### src/rtl/mem_access_unit_pkg.sv
// ============================================================
// mem_access_unit_pkg : shared states, exception codes, sizes
// Rev 1.0
// ============================================================
`default_nettype none

package mem_access_unit_pkg;

  typedef enum logic [1:0] {
    S_IDLE = 2'd0,
    S_REQ  = 2'd1,
    S_WAIT = 2'd2,
    S_RESP = 2'd3
  } state_t;

  localparam logic [1:0] EXC_NONE = 2'd0;
  localparam logic [1:0] EXC_ADEL = 2'd1;
  localparam logic [1:0] EXC_ADES = 2'd2;
  localparam logic [1:0] EXC_BUS  = 2'd3;

  localparam logic [1:0] SZ_BYTE  = 2'd0;
  localparam logic [1:0] SZ_HALF  = 2'd1;
  localparam logic [1:0] SZ_WORD  = 2'd2;
  localparam logic [1:0] SZ_DWORD = 2'd3;

  // A dword on a 32-bit bus can never be satisfied, so it reports as misaligned.
  function automatic logic misaligned(input logic [1:0] size, input logic [2:0] lo,
                                      input logic has_dword);
    logic r;
    case (size)
      SZ_BYTE: r = 1'b0;
      SZ_HALF: r = lo[0];
      SZ_WORD: r = |lo[1:0];
      default: r = has_dword ? (|lo) : 1'b1;
    endcase
    return r;
  endfunction

endpackage

`default_nettype wire

### src/rtl/mem_access_unit_if.sv
// ============================================================
// mem_access_unit_if : memory bus between access unit and memory
// Rev 1.0
// ============================================================
`default_nettype none

interface mem_access_unit_if #(
  parameter int DATA_W = 32,
  parameter int ADDR_W = 32
);
  logic                bus_req_o;
  logic                bus_we_o;
  logic [ADDR_W-1:0]   bus_addr_o;
  logic [DATA_W/8-1:0] bus_sel_o;
  logic [DATA_W-1:0]   bus_wdata_o;
  logic                bus_ack_i;
  logic [DATA_W-1:0]   bus_rdata_i;

  modport master (
    output bus_req_o, bus_we_o, bus_addr_o, bus_sel_o, bus_wdata_o,
    input  bus_ack_i, bus_rdata_i
  );

  modport slave (
    input  bus_req_o, bus_we_o, bus_addr_o, bus_sel_o, bus_wdata_o,
    output bus_ack_i, bus_rdata_i
  );
endinterface

`default_nettype wire

### src/rtl/mem_lane_align.sv
// ============================================================
// mem_lane_align : byte-lane select, store replicate, load extract
// Rev 1.0
// ============================================================
`default_nettype none

module mem_lane_align
  import mem_access_unit_pkg::*;
#(
  parameter int DATA_W = 32,
  localparam int NB    = DATA_W / 8,
  localparam int LB    = $clog2(NB)
) (
  input  wire logic [1:0]        i_size,
  input  wire logic [LB-1:0]     i_addr_lo,
  input  wire logic              i_sign,
  input  wire logic [DATA_W-1:0] i_wdata,
  input  wire logic [DATA_W-1:0] i_rdata,
  output logic      [NB-1:0]     o_sel,
  output logic      [DATA_W-1:0] o_wdata,
  output logic      [DATA_W-1:0] o_rdata
);

  logic [NB-1:0]     w_lane_mask;
  logic [DATA_W-1:0] w_shift;
  logic [DATA_W-1:0] w_mask;
  logic              w_msb;

  always_comb begin
    w_lane_mask = '1;
    o_wdata     = i_wdata;
    w_mask      = '1;
    w_msb       = 1'b0;
    w_shift     = i_rdata >> {i_addr_lo, 3'b000};
    case (i_size)
      SZ_BYTE: begin
        w_lane_mask = NB'(1);
        o_wdata     = {NB{i_wdata[7:0]}};
        w_mask      = DATA_W'(8'hFF);
        w_msb       = w_shift[7];
      end
      SZ_HALF: begin
        w_lane_mask = NB'(2'b11);
        o_wdata     = {(NB/2){i_wdata[15:0]}};
        w_mask      = DATA_W'(16'hFFFF);
        w_msb       = w_shift[15];
      end
      SZ_WORD: begin
        w_lane_mask = NB'(4'hF);
        o_wdata     = {(NB/4){i_wdata[31:0]}};
        w_mask      = DATA_W'(32'hFFFF_FFFF);
        w_msb       = w_shift[31];
      end
      default: ;
    endcase
    o_sel   = w_lane_mask << i_addr_lo;
    // Sign fill everything above the access width when requested.
    o_rdata = (w_shift & w_mask) | ((i_sign & w_msb) ? ~w_mask : '0);
  end

endmodule

`default_nettype wire

### src/rtl/mem_access_unit.sv
// ============================================================
// mem_access_unit : load/store sequencer with bus ack timeout
// Rev 1.0
// ============================================================
`default_nettype none

module mem_access_unit
  import mem_access_unit_pkg::*;
#(
  parameter int DATA_W  = 32,
  parameter int ADDR_W  = 32,
  parameter int TIMEOUT = 255
) (
  input  wire logic              clk_i,
  input  wire logic              rst_i,
  input  wire logic              valid_i,
  input  wire logic              rd_i,
  input  wire logic              wr_i,
  input  wire logic [1:0]        size_i,
  input  wire logic              sign_i,
  input  wire logic [ADDR_W-1:0] addr_i,
  input  wire logic [DATA_W-1:0] wdata_i,
  input  wire logic              kill_i,
  mem_access_unit_if.master      bus,
  output logic                   stall_o,
  output logic                   done_o,
  output logic      [DATA_W-1:0] rdata_o,
  output logic      [1:0]        exc_o
);

  localparam int NB = DATA_W / 8;
  localparam int LB = $clog2(NB);
  localparam int CW = $clog2(TIMEOUT + 1);

  state_t            r_state, w_next;
  logic [ADDR_W-1:0] r_addr;
  logic              r_we, r_sign, r_killed, r_tmo;
  logic [1:0]        r_size;
  logic [DATA_W-1:0] r_wdata, r_rdata;
  logic [CW-1:0]     r_cnt;

  logic              w_req, w_we, w_mis, w_accept, w_reject, w_tmo;
  logic [CW-1:0]     w_cnt_nxt;
  logic [NB-1:0]     w_sel;
  logic [DATA_W-1:0] w_wrep, w_ext;

  assign w_req     = valid_i & (rd_i | wr_i) & ~kill_i;
  assign w_we      = wr_i & ~rd_i;
  assign w_mis     = misaligned(size_i, addr_i[2:0], DATA_W == 64);
  assign w_accept  = (r_state == S_IDLE) & w_req & ~w_mis & ~rst_i;
  assign w_reject  = (r_state == S_IDLE) & w_req &  w_mis & ~rst_i;
  assign w_cnt_nxt = r_cnt + CW'(1);
  assign w_tmo     = ~bus.bus_ack_i & (w_cnt_nxt == CW'(TIMEOUT));

  mem_lane_align #(.DATA_W(DATA_W)) u_align (
    .i_size    (r_size),
    .i_addr_lo (r_addr[LB-1:0]),
    .i_sign    (r_sign),
    .i_wdata   (r_wdata),
    .i_rdata   (r_rdata),
    .o_sel     (w_sel),
    .o_wdata   (w_wrep),
    .o_rdata   (w_ext)
  );

  always_ff @(posedge clk_i) begin
    if (rst_i) r_state <= S_IDLE;
    else       r_state <= w_next;
  end

  always_ff @(posedge clk_i) begin
    if (rst_i) begin
      r_addr   <= '0;
      r_we     <= 1'b0;
      r_sign   <= 1'b0;
      r_size   <= '0;
      r_wdata  <= '0;
      r_rdata  <= '0;
      r_killed <= 1'b0;
      r_tmo    <= 1'b0;
      r_cnt    <= '0;
    end else begin
      case (r_state)
        S_IDLE: if (w_accept) begin
          r_addr   <= addr_i;
          r_we     <= w_we;
          r_sign   <= sign_i;
          r_size   <= size_i;
          r_wdata  <= wdata_i;
          r_rdata  <= '0;
          r_killed <= 1'b0;
          r_tmo    <= 1'b0;
        end
        S_REQ:  r_cnt <= '0;
        S_WAIT: begin
          if (bus.bus_ack_i) r_rdata <= bus.bus_rdata_i;
          else               r_cnt   <= w_cnt_nxt;
          if (w_tmo)         r_tmo   <= 1'b1;
        end
        default: ;
      endcase
      // A late flush cannot cancel an issued bus cycle, it only hides the result.
      if ((r_state == S_REQ || r_state == S_WAIT) && kill_i) r_killed <= 1'b1;
    end
  end

  always_comb begin
    w_next          = r_state;
    stall_o         = 1'b0;
    done_o          = 1'b0;
    exc_o           = EXC_NONE;
    rdata_o         = '0;
    bus.bus_req_o   = 1'b0;
    bus.bus_we_o    = 1'b0;
    bus.bus_addr_o  = '0;
    bus.bus_sel_o   = '0;
    bus.bus_wdata_o = '0;
    case (r_state)
      S_IDLE: begin
        if (w_accept) begin
          w_next  = S_REQ;
          stall_o = 1'b1;
        end else if (w_reject) begin
          done_o = 1'b1;
          exc_o  = w_we ? EXC_ADES : EXC_ADEL;
        end
      end
      S_REQ: begin
        stall_o         = 1'b1;
        bus.bus_req_o   = 1'b1;
        bus.bus_we_o    = r_we;
        bus.bus_addr_o  = {r_addr[ADDR_W-1:LB], {LB{1'b0}}};
        bus.bus_sel_o   = w_sel;
        bus.bus_wdata_o = w_wrep;
        w_next          = S_WAIT;
      end
      S_WAIT: begin
        stall_o = 1'b1;
        if (bus.bus_ack_i || w_tmo) w_next = S_RESP;
      end
      default: begin
        w_next = S_IDLE;
        if (!r_killed) begin
          done_o  = 1'b1;
          exc_o   = r_tmo ? EXC_BUS : EXC_NONE;
          rdata_o = (r_tmo | r_we) ? '0 : w_ext;
        end
      end
    endcase
  end

endmodule

`default_nettype wire
### src/flat_wrapper.sv
// flat-port wrapper written by rule: the top's interface ports become plain ports
module mem_access_unit_flat import mem_access_unit_pkg::*;
#(
  parameter int DATA_W  = 32,
  parameter int ADDR_W  = 32,
  parameter int TIMEOUT = 255
)
  (clk_i, rst_i, valid_i, rd_i, wr_i, size_i, sign_i, addr_i, wdata_i, kill_i, stall_o, done_o, rdata_o, exc_o, bus_bus_req_o, bus_bus_we_o, bus_bus_addr_o, bus_bus_sel_o, bus_bus_wdata_o, bus_bus_ack_i, bus_bus_rdata_i);
  mem_access_unit_if #(.DATA_W(DATA_W), .ADDR_W(ADDR_W)) bus_i ();
  input  wire logic clk_i;
  input  wire logic rst_i;
  input  wire logic valid_i;
  input  wire logic rd_i;
  input  wire logic wr_i;
  input  wire logic [1:0] size_i;
  input  wire logic sign_i;
  input  wire logic [ADDR_W-1:0] addr_i;
  input  wire logic [DATA_W-1:0] wdata_i;
  input  wire logic kill_i;
  output logic stall_o;
  output logic done_o;
  output logic      [DATA_W-1:0] rdata_o;
  output logic      [1:0] exc_o;
  output wire logic [$bits(bus_i.bus_req_o)-1:0] bus_bus_req_o;
  output wire logic [$bits(bus_i.bus_we_o)-1:0] bus_bus_we_o;
  output wire logic [$bits(bus_i.bus_addr_o)-1:0] bus_bus_addr_o;
  output wire logic [$bits(bus_i.bus_sel_o)-1:0] bus_bus_sel_o;
  output wire logic [$bits(bus_i.bus_wdata_o)-1:0] bus_bus_wdata_o;
  input wire logic [$bits(bus_i.bus_ack_i)-1:0] bus_bus_ack_i;
  input wire logic [$bits(bus_i.bus_rdata_i)-1:0] bus_bus_rdata_i;
  assign bus_bus_req_o = bus_i.bus_req_o;
  assign bus_bus_we_o = bus_i.bus_we_o;
  assign bus_bus_addr_o = bus_i.bus_addr_o;
  assign bus_bus_sel_o = bus_i.bus_sel_o;
  assign bus_bus_wdata_o = bus_i.bus_wdata_o;
  assign bus_i.bus_ack_i = bus_bus_ack_i;
  assign bus_i.bus_rdata_i = bus_bus_rdata_i;
  mem_access_unit #(.DATA_W(DATA_W), .ADDR_W(ADDR_W), .TIMEOUT(TIMEOUT)) u_core (.clk_i(clk_i), .rst_i(rst_i), .valid_i(valid_i), .rd_i(rd_i), .wr_i(wr_i), .size_i(size_i), .sign_i(sign_i), .addr_i(addr_i), .wdata_i(wdata_i), .kill_i(kill_i), .bus(bus_i), .stall_o(stall_o), .done_o(done_o), .rdata_o(rdata_o), .exc_o(exc_o));
endmodule
### config.mk
export PLATFORM = sky130hd
export DESIGN_NAME = mem_access_unit_flat
export DESIGN_NICKNAME = d
export VERILOG_FILES = /design/src/rtl/mem_access_unit_pkg.sv /design/src/rtl/mem_access_unit_if.sv /design/src/rtl/mem_lane_align.sv /design/src/rtl/mem_access_unit.sv /design/src/flat_wrapper.sv
export SDC_FILE = /design/constraint.sdc
export NUM_CORES = 1
export LEC_CHECK = 0
export BUFFER_PORTS_ARGS = -buffer_cell sky130_fd_sc_hd__buf_2
export CAP_MARGIN = 10
export CORE_UTILIZATION = 36
export DETAILED_ROUTE_END_ITERATION = 7
export PLACE_DENSITY = 0.61
export SLEW_MARGIN = 15
export SYNTH_ARGS = -nofsm -noshare
export SYNTH_HDL_FRONTEND = slang
export SYNTH_SLANG_ARGS = --single-unit
export TNS_END_PERCENT = 30
### constraint.sdc
create_clock -name clk_i -period 2.4 [get_ports clk_i]
set_clock_uncertainty 0.2 [all_clocks]
set_input_delay 0.24 -clock clk_i [delete_from_list [all_inputs] [get_ports clk_i]]
set_output_delay 0.24 -clock clk_i [all_outputs]
set_load 0.005 [all_outputs]
# Word-level counts from Yosys, hierarchy flattened
# Cells that the tools add are included.
totals:
  reg_bits: 112
  in_bits: 106
classes:
  n_shift: 2
  mux: 39
  n_eq_ne: 12
  n_reduce_logical: 19
  bitwise: 20
  add_sub_neg: 1
op_table:
  columns: ["operator", "count"]
  rows:
  - ["2-to-1 mux 32 bit", 8]
  - ["case mux 32 bit (2 select lines)", 3]
  - ["AND 32 bit", 1]
  - ["inverter 32 bit", 1]
  - ["bitwise OR 32 bit", 1]
  - [">> shifter 32 x 5 -> 32 bit", 1]
  - ["case mux 8 bit (2 select lines)", 1]
  - ["2-to-1 mux 2 bit", 7]
  - ["AND 1 bit", 10]
  - ["2-to-1 mux 1 bit", 10]
  - ["adder 8 x 1 -> 8 bit (second input constant)", 1]
  - ["== test 8 bit (second input constant)", 1]
  - ["2-to-1 mux 8 bit", 1]
  - ["case mux 4 bit (2 select lines)", 1]
  - ["AND reduction 2 bit", 4]
  - ["nonzero test 2 bit", 4]
  - ["== test 2 x 1 -> 1 bit (second input constant)", 3]
  - ["== test 2 bit (second input constant)", 3]
  - ["zero test 2 bit", 3]
  - ["!= test 2 bit (second input constant)", 3]
  - ["case mux 1 bit (2 select lines)", 3]
  - ["case mux 1 bit (3 select lines)", 2]
  - ["case mux 2 bit (3 select lines)", 1]
  - ["AND reduction 3 bit", 2]
  - ["10 further kinds", 18]

# Logic depth before layout (Yosys ltp)
# Gate-level depths: netlist of run 1.
logic_depth:
  ltp_word: 9
  mapped_depth: 9
  depth_no_buf: 7

# Cells and area by module
# Synthesis of run 1 repeated with hierarchy kept, for this count alone.
unflattened:
  cells_unflattened: 847
  hier_area_um2: 6352.3
by_module_without_submodules:
  columns: ["module", "cells_per_inst", "instances", "area_each_um2"]
  rows:
  - ["mem_access_unit", 677, 1, 5176.2]
  - ["mem_lane_align", 170, 1, 1176.1]

# Least setup slack after synthesis of run 1
# No wires, ideal clock.
synth_path:
  path_kind: "register to output"
  start: "register u_core.r_addr[0]"
  end: "output port rdata_o[29]"
  n_path_buf: 2
  arrival_time_ns: 1.630
  path_slack_ns: 0.330
  t_required_ns: 1.960
  stages_incl_launch_ff: 7
  cell_sequence: "dfxtp_1 > clkbuf_1 > mux2_2 > mux2i_1 > a21oi_2 > buf_2 > a211oi_1"
synth_between:
  elab_chain_cells: 8
  elab_cells_between_ends: 9
  cone_classes: "shift (1); mux (5); bitwise (3)"
synth_lines:
  columns: ["item", "line", "text"]
  rows:
  - ["start: declaration", "mem_access_unit.sv:36", "logic [ADDR_W-1:0] r_addr;"]
  - ["start signal: assignment", "mem_access_unit.sv:85", "r_addr <= addr_i;"]
  - [">> shifter 32 x 5 -> 32 bit (*)", "mem_lane_align.sv:34", "w_shift = i_rdata >> {i_addr_lo, 3'b000};"]
  - ["case mux 1 bit (3 select lines)", "mem_lane_align.sv:35", "case (i_size)"]
  - ["AND 1 bit", "mem_lane_align.sv:58", "o_rdata = (w_shift & w_mask) | ((i_sign & w_msb) ? ~w_mask : '0);"]
  - ["2-to-1 mux 32 bit", "mem_lane_align.sv:58", null]
  - ["bitwise OR 32 bit (*)", "mem_lane_align.sv:58", null]
  - ["2-to-1 mux 32 bit (*)", "mem_access_unit.sv:146", "rdata_o = (r_tmo | r_we) ? '0 : w_ext;"]
  - ["2-to-1 mux 32 bit (*)", "mem_access_unit.sv:143", "if (!r_killed) begin"]
  - ["2-to-1 mux 32 bit (*)", "mem_access_unit.sv:118", "case (r_state)"]
  - ["end: declaration", "flat_wrapper.sv:22", "output logic [DATA_W-1:0] rdata_o;"]
# Mark *: on every way between the ends. The rest lies on a longest branch, timed or not.

# Worst setup path in the final report of run 1
layout_path:
  start: "register u_core.r_state[0]"
  end: "output port rdata_o[19]"
layout_between:
  elab_chain_cells: 3
  elab_cells_between_ends: 5
  cone_classes: "eq/ne (2); mux (1); reduce/logical (2)"
layout_lines:
  columns: ["item", "line", "text"]
  rows:
  - ["start: declaration", "mem_access_unit.sv:35", "state_t r_state, w_next;"]
  - ["start signal: assignment", "mem_access_unit.sv:68", "else r_state <= w_next;"]
  - ["== test 2 bit, or another cell as far along", "mem_access_unit.sv:118", null]
  - ["OR reduction 3 bit (no line) (*)", null, null]
  - ["2-to-1 mux 32 bit (*)", "mem_access_unit.sv:118", null]
# Marked as above.

==> flow_summary.yaml, run 1 <==
global_route:
  grt-ovfl-total: 0
  antenna_found_initial: 1
  gr-usage-all-layers: 0.234
  first_global_vias: 6006
  grt_max_degree: 79
  grt_first_pass_wirelength_mm: 30.9
final_layout:
  postLayoutCoreUtil: 0.551
  final_nets: 1215
  areaGrowthSynthToFinish_pct: 48.1
  instances_no_fill: 1325
  fraction_of_final_layout_cells_sized_beyond_drive_strength_1: 0.276
drt:
  drc_errors: 0
  viasPerCell: 5.00
  vias: 6620
  detail_route.wl_per_cell_um: 15.2
  drt_first_iter_violations: 398
  drtPass1Iterations: 4
  ant_nets: 0
  totalWireLength_mm: 20.2
cts:
  cts_sinks: 112
  total_cts_buffers: 9
  clock_tree_from_tritoncts: "yes"
  cts.reportedPaths.clkPinSlew_ns: 0.08
  cts.root.buffer_cell: "sky130_fd_sc_hd__clkbuf_16"
  worstSkewPairLatency_ns: 0.36
  cts_buffer_depth: 2
  cts.htree.levels: 3
sta:
  post-route-worst-setup-slack_ns: 0.0241
  slew-limit-headroom: 0.424
  fin_setup_tns_ns: 0
  unrepaired_setup_endpoints_after_global_routing: "yes"
  min_period_over_period: 0.990
  worst_slew_pin_slew_ns: 0.864
  final-max-slew-violation-count: 0
  hold_viol_final: 0
  holdWs_ns: 0.0804
  fmax_mhz: 421
  setup_violations: 0
  final_critical_delay_including_setup_and_external_delays_ns: 2.38
synthesis:
  synth.top_cell.area_share: 0.375
  compound_gate_portion_of_the_synthesized_area: 0.199
  flip_flop_cell_with_the_highest_count_after_synthesis: "sky130_fd_sc_hd__dfxtp_1"
  ys_top_cells_by_count: "sky130_fd_sc_hd__nand2_1, sky130_fd_sc_hd__a21oi_1, sky130_fd_sc_hd__dfxtp_1"
  synthArstFlopShare: 0
  muxShareOfSynthArea: 0.0605
  yosys.area_share.adder: 0.0126
  synth_sequential_area_ratio: 0.375
  synth_xor_xnor_area_share: 0
  post_synth_main_area_contributors: "sky130_fd_sc_hd__dfxtp_1, sky130_fd_sc_hd__nand2_1, sky130_fd_sc_hd__a21oi_1"
  netlist_instances: 820
  mappedNetlistArea_sq_um: 5970
  yosys_register_bits: 112
  synth_edf_count: 0
  synth_warn: 0
  synth_most_common_cell: "sky130_fd_sc_hd__nand2_1"
  library_cells_used_by_synthesis: 52
  post_synth_and_or_nand_nor_area_fraction: 0.295
  syn-mean-instance-area_sq_um: 7.28
  yosys.area.top_type: "sky130_fd_sc_hd__dfxtp_1"
  dominant_combinational_cell_family_by_area_after_synthesis: "simple AND/OR/NAND/NOR gates"
floorplanning:
  placeableCoreArea_sq_um: 16100
  num_rows: 46
  die_h_um: 131
  die_area_sq_um: 17100
  fp.dieW_um: 131
  floorplan.initialDensity: 0.372
  design.portCount: 212
power:
  max-vdd-ir-drop_uv: 433
  internal-power_mw: 3.18
  pwr-share-seq: 0.437
  cellPowerDensity_nw_per_um2: 506
  power.switching_mw: 1.29
  clkPwrFrac: 0.350
  share_comb_of_total_power: 0.213
  leakagePower_nw: 3.47
  switching_share: 0.289
placement:
  portBuffers: 209
  dp_hpwl_mm: 12.9
  gp_routability_congestion: 0.811
  placed_cells_incl_taps: 1203
  post-place-ws_ns: 0.154
setup_path:
  critPathArrivalTime_ns: 1.94
  worst-endpoint-required_ns: 1.96
  cp_capture_type: "output pin"
  critPathLaunchType: "register"
  worst-setup-path-type: "reg -> out"
  path_max_fanout: 19
flow_run:
  max_cap_violations: 0
outcome:
  outcome: "finished, final reports clean"
hold_path:
  worstHoldPathType: "in -> reg"
[path summary, 6_finish.rpt]
kind                                   startpoint                 end  slack (ns)  depth (start not counted)
worst min register to register   u_core.r_addr[6]    u_core.r_addr[6]        0.25                          2
worst max-delay path            u_core.r_state[0]         rdata_o[19]        0.02                          6
worst max register to register  u_core.r_state[1]  u_core.r_rdata[26]        0.14                          9
worst min-delay path                         rd_i         u_core.r_we        0.08                          4
[layout by cell type (no fill, tap or decap), types with 3 or more instances in the layout]
cell and count:
sky130_fd_sc_hd__a211oi_1 16, sky130_fd_sc_hd__a211oi_2 7, sky130_fd_sc_hd__a21boi_0 9, sky130_fd_sc_hd__a21oi_1 112, sky130_fd_sc_hd__a31oi_1 4, sky130_fd_sc_hd__and2_1 48, sky130_fd_sc_hd__buf_12 4, sky130_fd_sc_hd__buf_2 208
sky130_fd_sc_hd__buf_4 28, sky130_fd_sc_hd__clkbuf_16 9, sky130_fd_sc_hd__dfxtp_1 104, sky130_fd_sc_hd__dfxtp_2 6, sky130_fd_sc_hd__dlygate4sd3_1 100, sky130_fd_sc_hd__ha_1 3, sky130_fd_sc_hd__inv_1 6, sky130_fd_sc_hd__mux2i_1 33
sky130_fd_sc_hd__nand2_1 218, sky130_fd_sc_hd__nand2b_1 4, sky130_fd_sc_hd__nand3_1 33, sky130_fd_sc_hd__nor2_1 32, sky130_fd_sc_hd__nor2b_1 17, sky130_fd_sc_hd__nor3_1 9, sky130_fd_sc_hd__o21a_1 11, sky130_fd_sc_hd__o21ai_0 18
sky130_fd_sc_hd__o22ai_1 7
[state kept, by name (all words and copies together) (netlist names)]
name and count:
u_core.r_addr 32, u_core.r_rdata 32, u_core.r_wdata 32, u_core.r_cnt 8
u_core.r_size 2, u_core.r_state 2, u_core.r_killed 1, u_core.r_sign 1
u_core.r_tmo 1, u_core.r_we 1
[layout make-up]
cell class	count	area [sq um]
Clock inverter	7	77.6
Antenna cell	1	2.50
Inverter	7	26.3
Timing Repair Buffer	344	2420
Tap cell	216	270
Multi-Input combinational cell	629	3570
Fill cell	1513	7210
Clock buffer	9	225
Sequential cell	112	2260
[per-layer routing]
layer  global-route usage  share of wire  up-vias
li1                     -              -     3330
met2                0.367           0.46      227
met1                0.319           0.46     3024
met5                    0              0        -
met3               0.0387          0.052       39
met4               0.0913          0.028        0
[worst max-delay path, cell delays in order (launching register included)]
cell	delay [ns]
sky130_fd_sc_hd__dfxtp_4	0.38
sky130_fd_sc_hd__ha_4	0.16
sky130_fd_sc_hd__nand2b_1	0.09
sky130_fd_sc_hd__or3_4	0.39
sky130_fd_sc_hd__buf_6	0.18
sky130_fd_sc_hd__nor3_1	0.22
sky130_fd_sc_hd__buf_2	0.15
[kinds of logic (layout without fill, tap and decap cells)]
group,Yosys count,after routing
adders and majority gates,6,6
DFF,112,112
buffers and inverters,81,367
muxes,36,36
and+or+nand+nor,383,383
other,1,3
AOI/OAI and AO/OA,201,202
[timing repair]
action	CTS	global route
setup endpoints to repair	33	66
resized for setup	17	24
hold endpoints to repair	100	0
pin swaps	1	3
gates cloned	3	0
hold buffers	100	0
setup buffers	1	1
[power by group through the flow]
stage / Clock [mW] / Combinational [mW] / Sequential [mW]
final: 1.56 / 0.951 / 1.96
after global routing: 1.67 / 1.04 / 1.96
after CTS: 1.60 / 0.931 / 1.95
after detailed placement: 0 / 0.784 / 1.98
after global placement: 0 / 0.785 / 1.98
after floorplan: 0 / 0.455 / 1.97
[per-stage QoR]
stage	power, mW	cell area, sq um
4_1_cts	4.48	8750
6_report	4.47	8840
3_3_place_gp	2.77	7290
3_5_place_dp	2.77	7290
5_1_grt	4.67	8840
2_1_floorplan	2.43	5980
No activity file was read; power rests on OpenSTA's default activity.
==> run 2, diff against run 1 <==
--- a/config.mk
+++ b/config.mk
@@ -5,6 +5,7 @@
 export SDC_FILE = /design/constraint.sdc
 export NUM_CORES = 1
 export LEC_CHECK = 0
+export ABC_AREA = 1
 export BUFFER_PORTS_ARGS = -buffer_cell sky130_fd_sc_hd__buf_2
 export CAP_MARGIN = 10
 export CORE_UTILIZATION = 36
==> constraint.sdc (replaced) <==
create_clock -name clk_i -period 2.4 [get_ports clk_i]
set_clock_uncertainty 0.2 [all_clocks]
set_input_delay 0.12 -clock clk_i [delete_from_list [all_inputs] [get_ports clk_i]]
set_output_delay 0.12 -clock clk_i [all_outputs]
set_load 0.005 [all_outputs]
==> flow_summary.yaml, run 2 <==
sta:
  setup_violations: 0
  final-max-slew-violation-count: 0
  fin_setup_tns_ns: 0
  worst_slew_pin_slew_ns: 0.740
  min_period_over_period: 0.942
  hold_viol_final: 0
  unrepaired_setup_endpoints_after_global_routing: "no"
  slew-limit-headroom: 0.505
  fmax_mhz: 443
  final_critical_delay_including_setup_and_external_delays_ns: 2.26
global_route:
  grt_first_pass_wirelength_mm: 29.8
  grt-ovfl-total: 0
  gr-usage-all-layers: 0.226
  antenna_found_initial: 0
  grt_max_degree: 57
  first_global_vias: 5950
setup_path:
  critPathLaunchType: "register"
  regToRegStartpoint: "u_core.r_state[0]"
  max_stage_delay_ns: 0.38
  cp_capture_type: "output pin"
  critical_path.slowest_cell: "sky130_fd_sc_hd__dfxtp_1"
  critPathArrivalTime_ns: 1.94
  path_max_fanout: 9
  cp_cell_sequence: "ha_1 > inv_1 > nor2_1 > nand2_2 > inv_4 > o21ai_0 > a31oi_1 > buf_2"
  cpLargestDelayFamily: "flip-flops"
  worst-setup-path-type: "reg -> out"
  buffers_plus_inverters_on_the_worst_setup_path: 3
  critPathLaunch: "u_core.r_state[1]"
  worst-endpoint-required_ns: 2.08
cts:
  cts.htree.levels: 3
  cts_sinks: 112
  cts.reportedPaths.clkPinSlew_ns: 0.07
  total_cts_buffers: 9
  worstSkewPairLatency_ns: 0.35
  post_cts_setup_buffer_count: 0
  cts_buffer_depth: 2
  cts.root.buffer_cell: "sky130_fd_sc_hd__clkbuf_16"
  clock_tree_from_tritoncts: "yes"
drt:
  drt_first_iter_violations: 436
  totalWireLength_mm: 19.6
  drtPass1Iterations: 5
  ant_nets: 0
  drc_errors: 0
  detail_route.wl_per_cell_um: 14.1
  viasPerCell: 4.86
  vias: 6755
synthesis:
  synthArstFlopShare: 0
  synth_edf_count: 0
  post_synth_main_area_contributors: "sky130_fd_sc_hd__dfxtp_1, sky130_fd_sc_hd__nor2_1, sky130_fd_sc_hd__nand2_1"
  ys_top_cells_by_count: "sky130_fd_sc_hd__nor2_1, sky130_fd_sc_hd__nand2_1, sky130_fd_sc_hd__dfxtp_1"
  synth_sequential_area_ratio: 0.382
  netlist_instances: 891
  synth.top_cell.area_share: 0.382
  synth_most_common_cell: "sky130_fd_sc_hd__nor2_1"
  flip_flop_cell_with_the_highest_count_after_synthesis: "sky130_fd_sc_hd__dfxtp_1"
  mappedNetlistArea_sq_um: 5870
  synth_warn: 0
  library_cells_used_by_synthesis: 33
  syn-mean-instance-area_sq_um: 6.59
  yosys.area.top_type: "sky130_fd_sc_hd__dfxtp_1"
  yosys_register_bits: 112
final_layout:
  fraction_of_final_layout_cells_sized_beyond_drive_strength_1: 0.235
  final_nets: 1280
  areaGrowthSynthToFinish_pct: 43.1
  top_registers: "u_core.r_addr (32), u_core.r_rdata (32), u_core.r_wdata (32)"
  most-common-layout-cells: "sky130_fd_sc_hd__buf_2, sky130_fd_sc_hd__nor2_1, sky130_fd_sc_hd__nand2_1, sky130_fd_sc_hd__dfxtp_1, sky130_fd_sc_hd__dlygate4sd3_1"
  final_common_cell: "sky130_fd_sc_hd__buf_2"
  fillers: 1602
  multi_input_area_sq_um: 3030
  ff_latch_area_sq_um: 2250
power:
  share_comb_of_total_power: 0.246
  post-layout-total-power_mw: 4.60
  internal-power_mw: 3.14
  pwr-share-seq: 0.435
  power.switching_mw: 1.47
  cellPowerDensity_nw_per_um2: 547
  max-vdd-ir-drop_uv: 408
  switching_share: 0.319
  leakagePower_nw: 4.01
  clkPwrFrac: 0.319
flow_run:
  max_cap_violations: 0
floorplanning:
  num_rows: 46
  floorplan.initialDensity: 0.370
  die_h_um: 130
  placeableCoreArea_sq_um: 15900
  fp.dieW_um: 130
  design.portCount: 212
  die_area_sq_um: 16800
placement:
  portBuffers: 209
  gp_routability_congestion: 0.834
  dp_hpwl_mm: 13.0
outcome:
  outcome: "finished, final reports clean"
hold_path:
  hold_path.startpoint: "bus_bus_ack_i"
  worstHoldPathType: "in -> reg"
==> run 2: changes by cell type after synthesis, moves of 12 or more <==
cell	before	now
sky130_fd_sc_hd__a211oi_1	24	0
sky130_fd_sc_hd__a21oi_1	113	72
sky130_fd_sc_hd__and2_1	48	0
sky130_fd_sc_hd__clkbuf_1	48	30
sky130_fd_sc_hd__inv_1	7	66
sky130_fd_sc_hd__mux2i_1	35	0
sky130_fd_sc_hd__nand2_1	218	168
sky130_fd_sc_hd__nand3_1	33	21
sky130_fd_sc_hd__nand4_1	1	36
sky130_fd_sc_hd__nor2_1	34	202
sky130_fd_sc_hd__nor2b_1	17	0
sky130_fd_sc_hd__o21ai_0	19	88
==> run 2: final cells by class <==
type,count,area share
multi-input cells,645,0.360
diodes,1,0.000298
well taps,216,0.0322
repair buffers,333,0.276
clock inverters,5,0.00461
clock buffers,11,0.0289
inverters,67,0.0305
flip-flops and latches,112,0.267
==> run 2: worst register-to-register path, stage by stage, from the launching register on <==
cell	delay (ns)
sky130_fd_sc_hd__dfxtp_1	0.36
sky130_fd_sc_hd__inv_1	0.09
sky130_fd_sc_hd__ha_1	0.22
sky130_fd_sc_hd__buf_4	0.15
sky130_fd_sc_hd__o21ai_4	0.58
sky130_fd_sc_hd__nand2_8	0.25
sky130_fd_sc_hd__nand2_1	0.13
sky130_fd_sc_hd__a21oi_1	0.07
==> run 2: cell families after synthesis <==
| kind of cell | after synthesis | synth area share |
|---|---|---|
| fa+ha+maj | 6 | 0.0128 |
| compound gates | 199 | 0.182 |
| other cells | 1 | 0.000639 |
| simple gates | 438 | 0.307 |
| buf+inv | 135 | 0.116 |
| flops | 112 | 0.382 |
==> run 2: what timing repair did <==
action,4_1_cts,5_1_grt
setup endpoints to repair,21,65
gates cloned,0,1
pin swaps,0,2
hold endpoints to repair,101,0
hold buffers,102,0
gates resized for setup,3,32
==> run 2: power groups by stage <==
stage / clock [mW] / combinational, mW / sequential (mW)
4_1_cts: 1.51 / 1.10 / 2.00
2_1_floorplan: 0 / 0.716 / 2.02
3_3_place_gp: 0 / 0.964 / 2.04
5_1_grt: 1.59 / 1.25 / 2.01
6_report: 1.47 / 1.13 / 2.00
3_5_place_dp: 0 / 0.964 / 2.04
==> run 2: path summary, 6_finish.rpt <==
kind | end | slack [ns] | cells past startpoint
worst min register to register | u_core.r_rdata[6] | 0.27 | 2
worst max register to register | u_core.r_rdata[7] | 0.22 | 7
worst min-delay path | u_core.r_cnt[2] | 0.06 | 5
worst max-delay path | rdata_o[2] | 0.14 | 8
==> run 2: through the flow <==
step	util	cells	cell area, sq um	hold WS, ns	setup WS [ns]
floorplan	-	892	5880	0.0628	0.474
global placement	0.438	1270	6960	0.154	0.174
detailed placement	0.438	1270	6960	0.164	0.118
CTS	0.521	1388	8270	0.0512	-0.00427
global route	0.529	1389	8400	0.0749	0.00881
finish	0.529	1390	8410	0.0562	0.140
==> run 2: layer usage <==
| layer | GRT usage | routed length, um | up-vias |
|---|---|---|---|
| met1 | 0.301 | 8750 | 3050 |
| met2 | 0.366 | 9220 | 222 |
| met4 | 0.0807 | 400 | 0 |
| met3 | 0.0414 | 1180 | 26 |
| met5 | 0 | 0 | - |
| li1 | - | - | 3457 |
==> run 3, diff against run 2 <==
--- a/config.mk
+++ b/config.mk
@@ -9,6 +9,7 @@
 export BUFFER_PORTS_ARGS = -buffer_cell sky130_fd_sc_hd__buf_2
 export CAP_MARGIN = 10
 export CORE_UTILIZATION = 36
+export CTS_BUF_LIST = sky130_fd_sc_hd__clkbuf_8
 export DETAILED_ROUTE_END_ITERATION = 7
 export PLACE_DENSITY = 0.61
 export SLEW_MARGIN = 15
==> flow_summary.yaml, run 3 (synthesis results as in run 2) <==
setup_path:
  regToRegStartpoint: "u_core.r_state[0]"
  path_max_fanout: 20
  setup.reg_to_reg.worst_slack_ns: 0.17
  worst-endpoint-required_ns: 2.08
  critPathArrivalTime_ns: 1.98
  critical_path.slowest_cell: "sky130_fd_sc_hd__dfxtp_4"
  critPathLaunch: "u_core.r_addr[0]"
  worst-setup-path-type: "reg -> out"
  critPathLaunchType: "register"
  cp_cell_sequence: "inv_4 > buf_12 > buf_4 > buf_4 > nand2_1 > a21oi_1 > a311oi_1 > nor2_1 > buf_2"
  cp_capture_type: "output pin"
  crit_top_cell: "sky130_fd_sc_hd__buf_4"
  max_stage_delay_ns: 0.39
  critical_path.reg2reg.endpoint: "u_core.r_rdata[7]"
  number_of_cells_traversed_by_the_worst_register_to_register_path: 7
floorplanning:
  floorplan.initialDensity: 0.370
  fp.dieW_um: 130
  die_area_sq_um: 16800
  placeableCoreArea_sq_um: 15900
  num_rows: 46
  design.portCount: 212
  die_h_um: 130
sta:
  fmax_mhz: 435
  setup_violations: 0
  post-route-worst-setup-slack_ns: 0.100
  hold_viol_final: 0
  slew-limit-headroom: 0.514
  worst_slew_pin_slew_ns: 0.726
  min_period_over_period: 0.958
  final-max-slew-violation-count: 0
  final_critical_delay_including_setup_and_external_delays_ns: 2.30
  unrepaired_setup_endpoints_after_global_routing: "yes"
hold_path:
  whs_endpoint: "u_core.r_cnt[7]"
  worstHoldPathType: "in -> reg"
  hold-path-cell-count: 5
  hold_path.startpoint: "bus_bus_ack_i"
power:
  leakagePower_nw: 3.99
  cellPowerDensity_nw_per_um2: 507
  post-layout-total-power_mw: 4.23
  max-vdd-ir-drop_uv: 287
global_route:
  grt_first_pass_wirelength_mm: 29.7
  grt_max_degree: 57
  grt.met1_usage: 0.299
  grt_use_met3: 0.0328
  grt-busiest-layer: "met2"
  gr-usage-all-layers: 0.225
  grt-ovfl-total: 0
  met2_usage: 0.365
  antenna_found_initial: 0
  first_global_vias: 5947
placement:
  post-place-ws_ns: 0.118
  placed_cells_incl_taps: 1270
  dp_hpwl_mm: 13.0
  portBuffers: 209
  gp_routability_congestion: 0.834
cts:
  worstSkewPairLatency_ns: 0.39
  cts_sinks: 112
  cts.htree.levels: 3
  total_cts_buffers: 9
  clock_tree_from_tritoncts: "yes"
  cts.root.buffer_cell: "sky130_fd_sc_hd__clkbuf_8"
  cts_buffer_depth: 2
  cts.reportedPaths.clkPinSlew_ns: 0.10
final_layout:
  instances_no_fill: 1395
  areaGrowthSynthToFinish_pct: 42.1
  fraction_of_final_layout_cells_sized_beyond_drive_strength_1: 0.238
  top_registers: "u_core.r_addr (32), u_core.r_rdata (32), u_core.r_wdata (32)"
  fillers: 1606
  final_common_cell: "sky130_fd_sc_hd__buf_2"
  most-common-layout-cells: "sky130_fd_sc_hd__buf_2, sky130_fd_sc_hd__nor2_1, sky130_fd_sc_hd__nand2_1, sky130_fd_sc_hd__dfxtp_1, sky130_fd_sc_hd__dlygate4sd3_1"
  final_nets: 1285
drt:
  ant_nets: 0
  drc_errors: 0
  detail_route.wl_per_cell_um: 14.1
  vias: 6787
  totalWireLength_mm: 19.6
  viasPerCell: 4.87
  drtPass1Iterations: 5
  drt_first_iter_violations: 436
flow_run:
  max_cap_violations: 0
outcome:
  outcome: "finished, final reports clean"
==> run 3: changes by cell type in the layout (fill, tap and decap cells not counted), moves of 2 or more <==
cell | previous run | this run
sky130_fd_sc_hd__clkbuf_8 | 1 | 10
sky130_fd_sc_hd__nor2_2 | 6 | 3
sky130_fd_sc_hd__buf_4 | 14 | 20
sky130_fd_sc_hd__clkbuf_16 | 10 | 1
sky130_fd_sc_hd__nor2_1 | 198 | 200
==> run 3: repair_timing <==
action	4_1_cts	5_1_grt
gates cloned	0	1
endpoints found under the hold margin	101	0
buffers inserted	0	5
hold buffers	102	0
endpoints found under the setup margin	26	66
pin swaps	0	2
resized for setup	4	32
==> run 3: how the worst max path moves through the flow <==
stage	slack (ns)	cells after the start	endpoint
6_report	0.10	9	rdata_o[10]
5_1_grt	-0.03	8	stall_o
4_1_cts	-0.006	10	rdata_o[26]
3_5_place_dp	0.12	9	u_core.r_rdata[28]
3_3_place_gp	0.17	9	u_core.r_rdata[3]
2_1_floorplan	0.47	10	u_core.r_rdata[24]
==> run 3: area by class of cell <==
| class | instances | area [sq um] | share of cell area |
|---|---|---|---|
| Antenna cell | 1 | 2.50 | 0.000300 |
| Clock buffer | 10 | 138 | 0.0165 |
| Clock inverter | 6 | 42.5 | 0.00510 |
| Inverter | 67 | 259 | 0.0310 |
| Multi-Input combinational cell | 645 | 3030 | 0.363 |
| Sequential cell | 112 | 2250 | 0.270 |
| Tap cell | 216 | 270 | 0.0324 |
| Timing Repair Buffer | 338 | 2350 | 0.282 |
==> run 3: where the power goes <==
part | total, mW | switching [mW] | internal, mW
clock network | 1.09 | 0.683 | 0.411
registers | 2.00 | 0.0641 | 1.94
logic | 1.13 | 0.678 | 0.456
total | 4.23 | 1.43 | 2.81
==> run 3: metal layers <==
metal  wire, um  part of all wire
met4        527             0.027
met3       1070             0.055
met5          0                 0
met2       9130              0.47
met1       8890              0.45
==> run 3: worst max-delay path, delay by kind of cell (launching register included) <==
| family | cells | cell delay [ns] |
|---|---|---|
| simple gates | 2 | 0.16 |
| buf+inv | 5 | 0.67 |
| flops | 1 | 0.39 |
| compound gates | 2 | 0.37 |
==> run 3: stage by stage <==
stage / hold WS (ns) / utilization / instance area (sq um) / TNS (ns)
2_1_floorplan: 0.0628 / - / 5880 / 0
5_1_grt: 0.0372 / 0.525 / 8340 / -0.0553
4_1_cts: 0.00802 / 0.514 / 8170 / -0.00589
3_5_place_dp: 0.164 / 0.438 / 6960 / 0
3_3_place_gp: 0.154 / 0.438 / 6960 / 0
6_report: 0.0156 / 0.525 / 8350 / 0
